## src/rtl/bram_tx_dump.sv

```systemverilog
// Streams a range of BRAM words out through a byte UART, MSB byte first,
// ascending address; the read-side counterpart of the UART-to-BRAM loader.
module bram_tx_dump #(
  parameter int N     = 16,
  parameter int ABITS = 8
) (
  input  logic             clk,
  input  logic             rst,
  input  logic             start,
  input  logic [ABITS-1:0] base_addr,
  input  logic [ABITS-1:0] word_count,
  output logic [ABITS-1:0] rd_addr,
  input  logic [N-1:0]     rd_data,
  output logic [7:0]       tx_byte,
  output logic             transmit,
  input  logic             is_transmitting,
  output logic             busy,
  output logic             done
);

  // state   | meaning
  // IDLE    | waiting for start
  // RD_WAIT | BRAM registered-read latency
  // LOAD    | capture read word into shift register
  // SEND    | wait for UART idle, then issue top byte
  // WAIT_HI | wait for UART to report busy
  // WAIT_LO | wait for the frame to complete
  // NEXT    | advance byte, then word, or finish
  // FINISH  | one-cycle done pulse
  localparam logic [2:0] S_IDLE    = 3'd0;
  localparam logic [2:0] S_RD_WAIT = 3'd1;
  localparam logic [2:0] S_LOAD    = 3'd2;
  localparam logic [2:0] S_SEND    = 3'd3;
  localparam logic [2:0] S_WAIT_HI = 3'd4;
  localparam logic [2:0] S_WAIT_LO = 3'd5;
  localparam logic [2:0] S_NEXT    = 3'd6;
  localparam logic [2:0] S_FINISH  = 3'd7;

  localparam int NBYTES = N / 8;
  localparam int IW     = (NBYTES > 1) ? $clog2(NBYTES) : 1;

  logic [2:0]       state_q, state_d;
  logic [ABITS-1:0] rd_addr_q, rd_addr_d;
  logic [ABITS-1:0] wcnt_q, wcnt_d;
  logic [IW-1:0]    idx_q, idx_d;
  logic [N-1:0]     shreg_q, shreg_d;
  logic [7:0]       tx_byte_q, tx_byte_d;
  logic             transmit_q, transmit_d;

  always_comb begin
    state_d    = state_q;
    rd_addr_d  = rd_addr_q;
    wcnt_d     = wcnt_q;
    idx_d      = idx_q;
    shreg_d    = shreg_q;
    tx_byte_d  = tx_byte_q;
    transmit_d = 1'b0;
    case (state_q)
      S_IDLE: begin
        if (start) begin
          if (word_count != '0) begin
            rd_addr_d = base_addr;
            wcnt_d    = word_count;
            idx_d     = '0;
            state_d   = S_RD_WAIT;
          end else begin
            state_d = S_FINISH;
          end
        end
      end
      S_RD_WAIT: state_d = S_LOAD;
      S_LOAD: begin
        shreg_d = rd_data;
        state_d = S_SEND;
      end
      S_SEND: begin
        // transmit is registered, so the UART sees it during the first WAIT_HI cycle
        if (!is_transmitting) begin
          tx_byte_d  = shreg_q[N-1 -: 8];
          transmit_d = 1'b1;
          state_d    = S_WAIT_HI;
        end
      end
      S_WAIT_HI: if (is_transmitting) state_d = S_WAIT_LO;
      S_WAIT_LO: if (!is_transmitting) state_d = S_NEXT;
      S_NEXT: begin
        if (idx_q != IW'(NBYTES - 1)) begin
          shreg_d = shreg_q << 8;
          idx_d   = idx_q + 1'b1;
          state_d = S_SEND;
        end else if (wcnt_q != ABITS'(1)) begin
          // word counter includes the word just sent
          idx_d     = '0;
          rd_addr_d = rd_addr_q + 1'b1;
          wcnt_d    = wcnt_q - 1'b1;
          state_d   = S_RD_WAIT;
        end else begin
          state_d = S_FINISH;
        end
      end
      S_FINISH: state_d = S_IDLE;
      default:  state_d = S_IDLE;
    endcase
  end

  always_ff @(posedge clk) begin
    if (rst) begin
      state_q    <= S_IDLE;
      rd_addr_q  <= '0;
      wcnt_q     <= '0;
      idx_q      <= '0;
      shreg_q    <= '0;
      tx_byte_q  <= '0;
      transmit_q <= 1'b0;
    end else begin
      state_q    <= state_d;
      rd_addr_q  <= rd_addr_d;
      wcnt_q     <= wcnt_d;
      idx_q      <= idx_d;
      shreg_q    <= shreg_d;
      tx_byte_q  <= tx_byte_d;
      transmit_q <= transmit_d;
    end
  end

  assign rd_addr  = rd_addr_q;
  assign tx_byte  = tx_byte_q;
  assign transmit = transmit_q;
  assign busy     = (state_q != S_IDLE);
  assign done     = (state_q == S_FINISH);

endmodule

```

## config.mk

```make
export PLATFORM = sky130hd
export DESIGN_NAME = bram_tx_dump
export DESIGN_NICKNAME = d
export VERILOG_FILES = /design/src/rtl/bram_tx_dump.sv
export SDC_FILE = /design/constraint.sdc
export NUM_CORES = 1
export LEC_CHECK = 0
export ABC_CLOCK_PERIOD_IN_PS = 2000
export CAP_MARGIN = 20
export CORE_MARGIN = 10
export CORE_UTILIZATION = 49
export CTS_CLUSTER_DIAMETER = 80
export DETAILED_ROUTE_END_ITERATION = 8
export PLACE_DENSITY = 0.8
export SYNTH_ARGS = -nofsm -noshare
export SYNTH_HDL_FRONTEND = slang
export SYNTH_SLANG_ARGS = --single-unit
```

## constraint.sdc

```tcl
create_clock -name clk -period 2 [get_ports clk]
set_input_delay 0.3 -clock clk [delete_from_list [all_inputs] [get_ports clk]]
set_output_delay 0.3 -clock clk [all_outputs]
set_load 0.05 [all_outputs]
```

==> Implementation_results.wiki <==
{| class="wikitable"
! Metric !! Value
|-
| Status || finished, final reports clean
|-
| Die height || 88.64 um
|-
| Longest individual stage delay on the worst path || 0.86 ns
|-
| TritonCTS sink count || 45
|-
| Number of placement rows || 24
|-
| Clk_lat worst skew || 0.30 ns
|-
| Placed Cells incl. Taps || 391
|-
| Final worst clock skew || approximately 0.0056 ns
|-
| Post-CTS setup buffers || 0
|-
| Worst slew pin tran || 0.5047 ns
|-
| Post-detailed-placement cell area || 3020 um2
|-
| DIE WIDTH || approximately 89 um
|-
| Layout net count || between 300 and 400
|-
| Post-synthesis net count || 320
|-
| TritonCTS clock tree || done
|-
| Total Neg Setup Slack || 0 ns
|-
| Most area-hungry cell type in the Yosys netlist || dfxtp_1
|-
| Fraction of final layout cells sized beyond drive strength 1 || between 10 and 15%
|-
| Max-capacitance violation count || 0
|-
| Cell depth of the worst flop-to-flop path || 6
|-
| Half-perimeter wire length after detailed placement || 4960 um
|-
| Global-route wire length before repair || 10,580 um
|-
| Worst setup startpoint || rd_addr[0]$_SDFFE_PP0P_
|-
| Crit path arrival time || 1.62 ns
|-
| Count of unique library cells instantiated by Yosys || 47
|-
| Cell count after synthesis || roughly 280
|-
| Critical path class || flop to primary output
|-
| Number of logic stages on the critical path including buffering || 1
|-
| Syn Std Cell Area || 2308 um2
|-
| Delay-heaviest family, CP || buffers and inverters
|-
| Critical register-to-register path startpoint || wcnt_q[1]$_SDFFE_PP0P_
|-
| # diodes || 0
|-
| Critical Path RT || roughly 1.7 ns
|-
| Hold WC Path Type || flop to flop
|-
| Deepest clock path buffer count || 2
|-
| Initial antenna violation count || 0
|-
| Xor/xnor share of the synthesized area || under 10%
|-
| DR DRC count || 0
|-
| Number of hold-slack violations in the final timing report || 0
|-
| CTS buffer count || 5
|-
| DRT antenna net count || 0
|-
| DRC violation total after the first TritonRoute iteration || around 190
|-
| Total leakage power || between 0.001 and 0.0015 uW
|-
| Post-Synthesis Mean Instance Area || 8.215 um2
|-
| Number of global-route vias before repair || 2,233
|-
| Max frequency || 0.5204 GHz
|-
| Rel. slew slack || 66.25%
|-
| Synth warn || 0
|-
| Total design power || 3617 uW
|-
| Setup repair after global routing missed its margin || false
|-
| CP Capture Type || primary output
|-
| Core occupancy in the finished layout || 70.13%
|-
| Wire length after detailed routing || 6543 um
|-
| Growth of design area from synthesis to finish || 35.01%
|-
| #FFs+latches synth || 45
|-
| Power density of the placed cells || 1161 nW/um2
|-
| Routed WL per cell || 16.40 um
|-
| Initial DRT Pass Iterations || 4
|-
| Io pins || 55
|-
| Gr ovfl total || 0
|-
| Clock transition at path regs || 0.09 ns
|-
| Clock period minus final worst setup slack || 1.922 ns
|-
| Cells traversed along the worst timing path || clkdlybuf4s50_1
|-
| Deepest level of the CTS H-tree || 2
|-
| Worst-path maximum fanout || 7
|-
| Largest cells by area after synthesis || dfxtp_1 (39%), nand2_1 (6.3%), nor2_1 (4.4%)
|-
| Die area || 7856 um2
|-
| Compound-Gate Fraction of Synth Area || 25.58%
|-
| Proportion of synthesized chip area in sequential cells || between 30% and 40%
|-
| Max VDD drop || 0.6409 mV
|-
| Pin count of the biggest net entering global routing || 37
|-
| Final Cycle Share || around 96%
|-
| Post-synthesis share of cell area spent on full adders, half adders and majority gates || approximately 1.6%
|-
| Layout Cell Area excl Fill || 3117 um2
|-
| Final Wtd Congestion || 0.8776
|-
| Startpoint kind of the worst setup timing path || flop
|-
| Post-synthesis mux area share || 1.301%
|-
| Combinational family with the most area after synthesis || compound AO/OA/AOI/OAI gates
|-
| Initial Util || 51.94%
|-
| Input/output buffers || 54
|-
| Core Box Area || 4444 um2
|-
| Global-route total usage across every layer || about 17%
|-
| Share of synthesized cell area in and, or, nand and nor gates || 23.74%
|-
| Number of vias per cell after detailed routing || slightly below 6
|-
| Count of vias placed by the detailed router || 2,348
|-
| Number of setup violations in the final report || 0
|-
| Fraction of post-synthesis cell area in the top cell type by area || 39.02%
|-
| Slowest cell on the critical path || clkdlybuf4s50_1
|-
| Final Max Tran Viols || 0
|-
| Number of buffer and inverter stages on the critical path || 1
|-
| Worst hold path cell count || 2
|-
| Hold path start || tx_byte[2]$_SDFFE_PP0P_
|-
| Post-route insts no fill || 399
|-
| Root Driver || clkbuf_8
|}
## kinds of logic after synthesis
| kind of cell | Yosys count |
|---|---|
| AND/OR/NAND/NOR | 115 |
| AO/OA/AOI/OAI | 80 |
| flip-flops | 45 |
| buffers and inverters | 28 |
| XOR/XNOR | 7 |
| multiplexers | 3 |
| adder cells (fa/ha/maj) | 3 |
## tightest hold or removal path, stage by stage (launching register included)
cell and delay (ns):
dfxtp_1 0.32, nand2_1 0.05, a21oi_1 0.05
## state kept, by name (all words and copies together), names as in the netlist
signal,count
idx_q,1
rd_addr,8
shreg_q,16
state_q,3
transmit,1
tx_byte,8
wcnt_q,8
## cell type report
class                   count  area [um2]
clock buffers               6       72.57
clock inverters             2       15.01
fillers                   381        1328
inverters                   7       26.28
multi-input cells         208        1274
flip-flops and latches     45       900.9
well taps                  52       65.06
repair buffers             79       763.2
## metrics by stage
stage | setup WS [ns] | hold slack, ns
6_report | 0.07844 | 0.4555
5_1_grt | 0.01791 | 0.4878
2_1_floorplan | 0.04181 | 0.4323
3_3_place_gp | 0.04704 | 0.4410
3_5_place_dp | -0.07406 | 0.4470
4_1_cts | 0.04228 | 0.4590
## cells in the mapped netlist, drive strengths merged
library cell  number
xor2               4
a21oi             23
xnor2              3
a211o              1
nand4              7
nor4               4
or3                3
ha                 3
a21o               1
or2                1
buf                9
o31ai              6
nor3              11
a211oi             1
o21a               5
and3b              1
a32oi              1
a22oi              9
o221ai             2
nor3b              3
inv                7
or3b               1
nand3             14
o311a              1
o311ai             1
and3               1
or4                1
clkbuf            12
mux2i              3
o31a               1
a221o              5
o211a              1
a311oi             8
o211ai             1
nand3b             1
nor2              27
o21ai             11
dfxtp             45
a2bb2oi            2
or4b               1
nand2             39
## worst paths after layout
check                                               end  slack [ns]
worst max-delay path                         rd_addr[0]        0.08
worst min-delay path            tx_byte[2]$_SDFFE_PP0P_        0.46
worst max register to register  rd_addr[1]$_SDFFE_PP0P_        0.13
worst min register to register  tx_byte[2]$_SDFFE_PP0P_        0.46
## layout by cell type, fill, tap and decap left out, types with 9 or more instances in the layout
| cell type | n |
|---|---|
| nand2_1 | 39 |
| nor3_1 | 11 |
| clkdlybuf4s50_1 | 51 |
| nor2_1 | 26 |
| nand3_1 | 13 |
| dfxtp_1 | 45 |
| a21oi_1 | 19 |
| a22oi_1 | 9 |
| buf_4 | 24 |
| o21ai_0 | 11 |
## layer usage
| metal | up-vias | global-route usage (%) | share of wire, % |
|---|---|---|---|
| met3 | 11 | 5.147 | 6.9 |
| met4 | 0 | 6.021 | 1.9 |
| met2 | 76 | 27.26 | 49 |
| li1 | 1158 | - | - |
| met1 | 1103 | 20.03 | 42 |
| met5 | - | 0 | 0 |
## power by group
part           switching, uW  total (uW)  internal, uW
combinational            980        1740           762
clock                    322         568           246
sequential               199        1310          1110
total                   1500        3620          2120
## what timing repair did
action,in CTS,in global routing
setup endpoints to repair,0,10
hold buffers,0,0
hold endpoints to repair,0,0
resized for setup,0,3
Power figures use the tool's default switching activity.
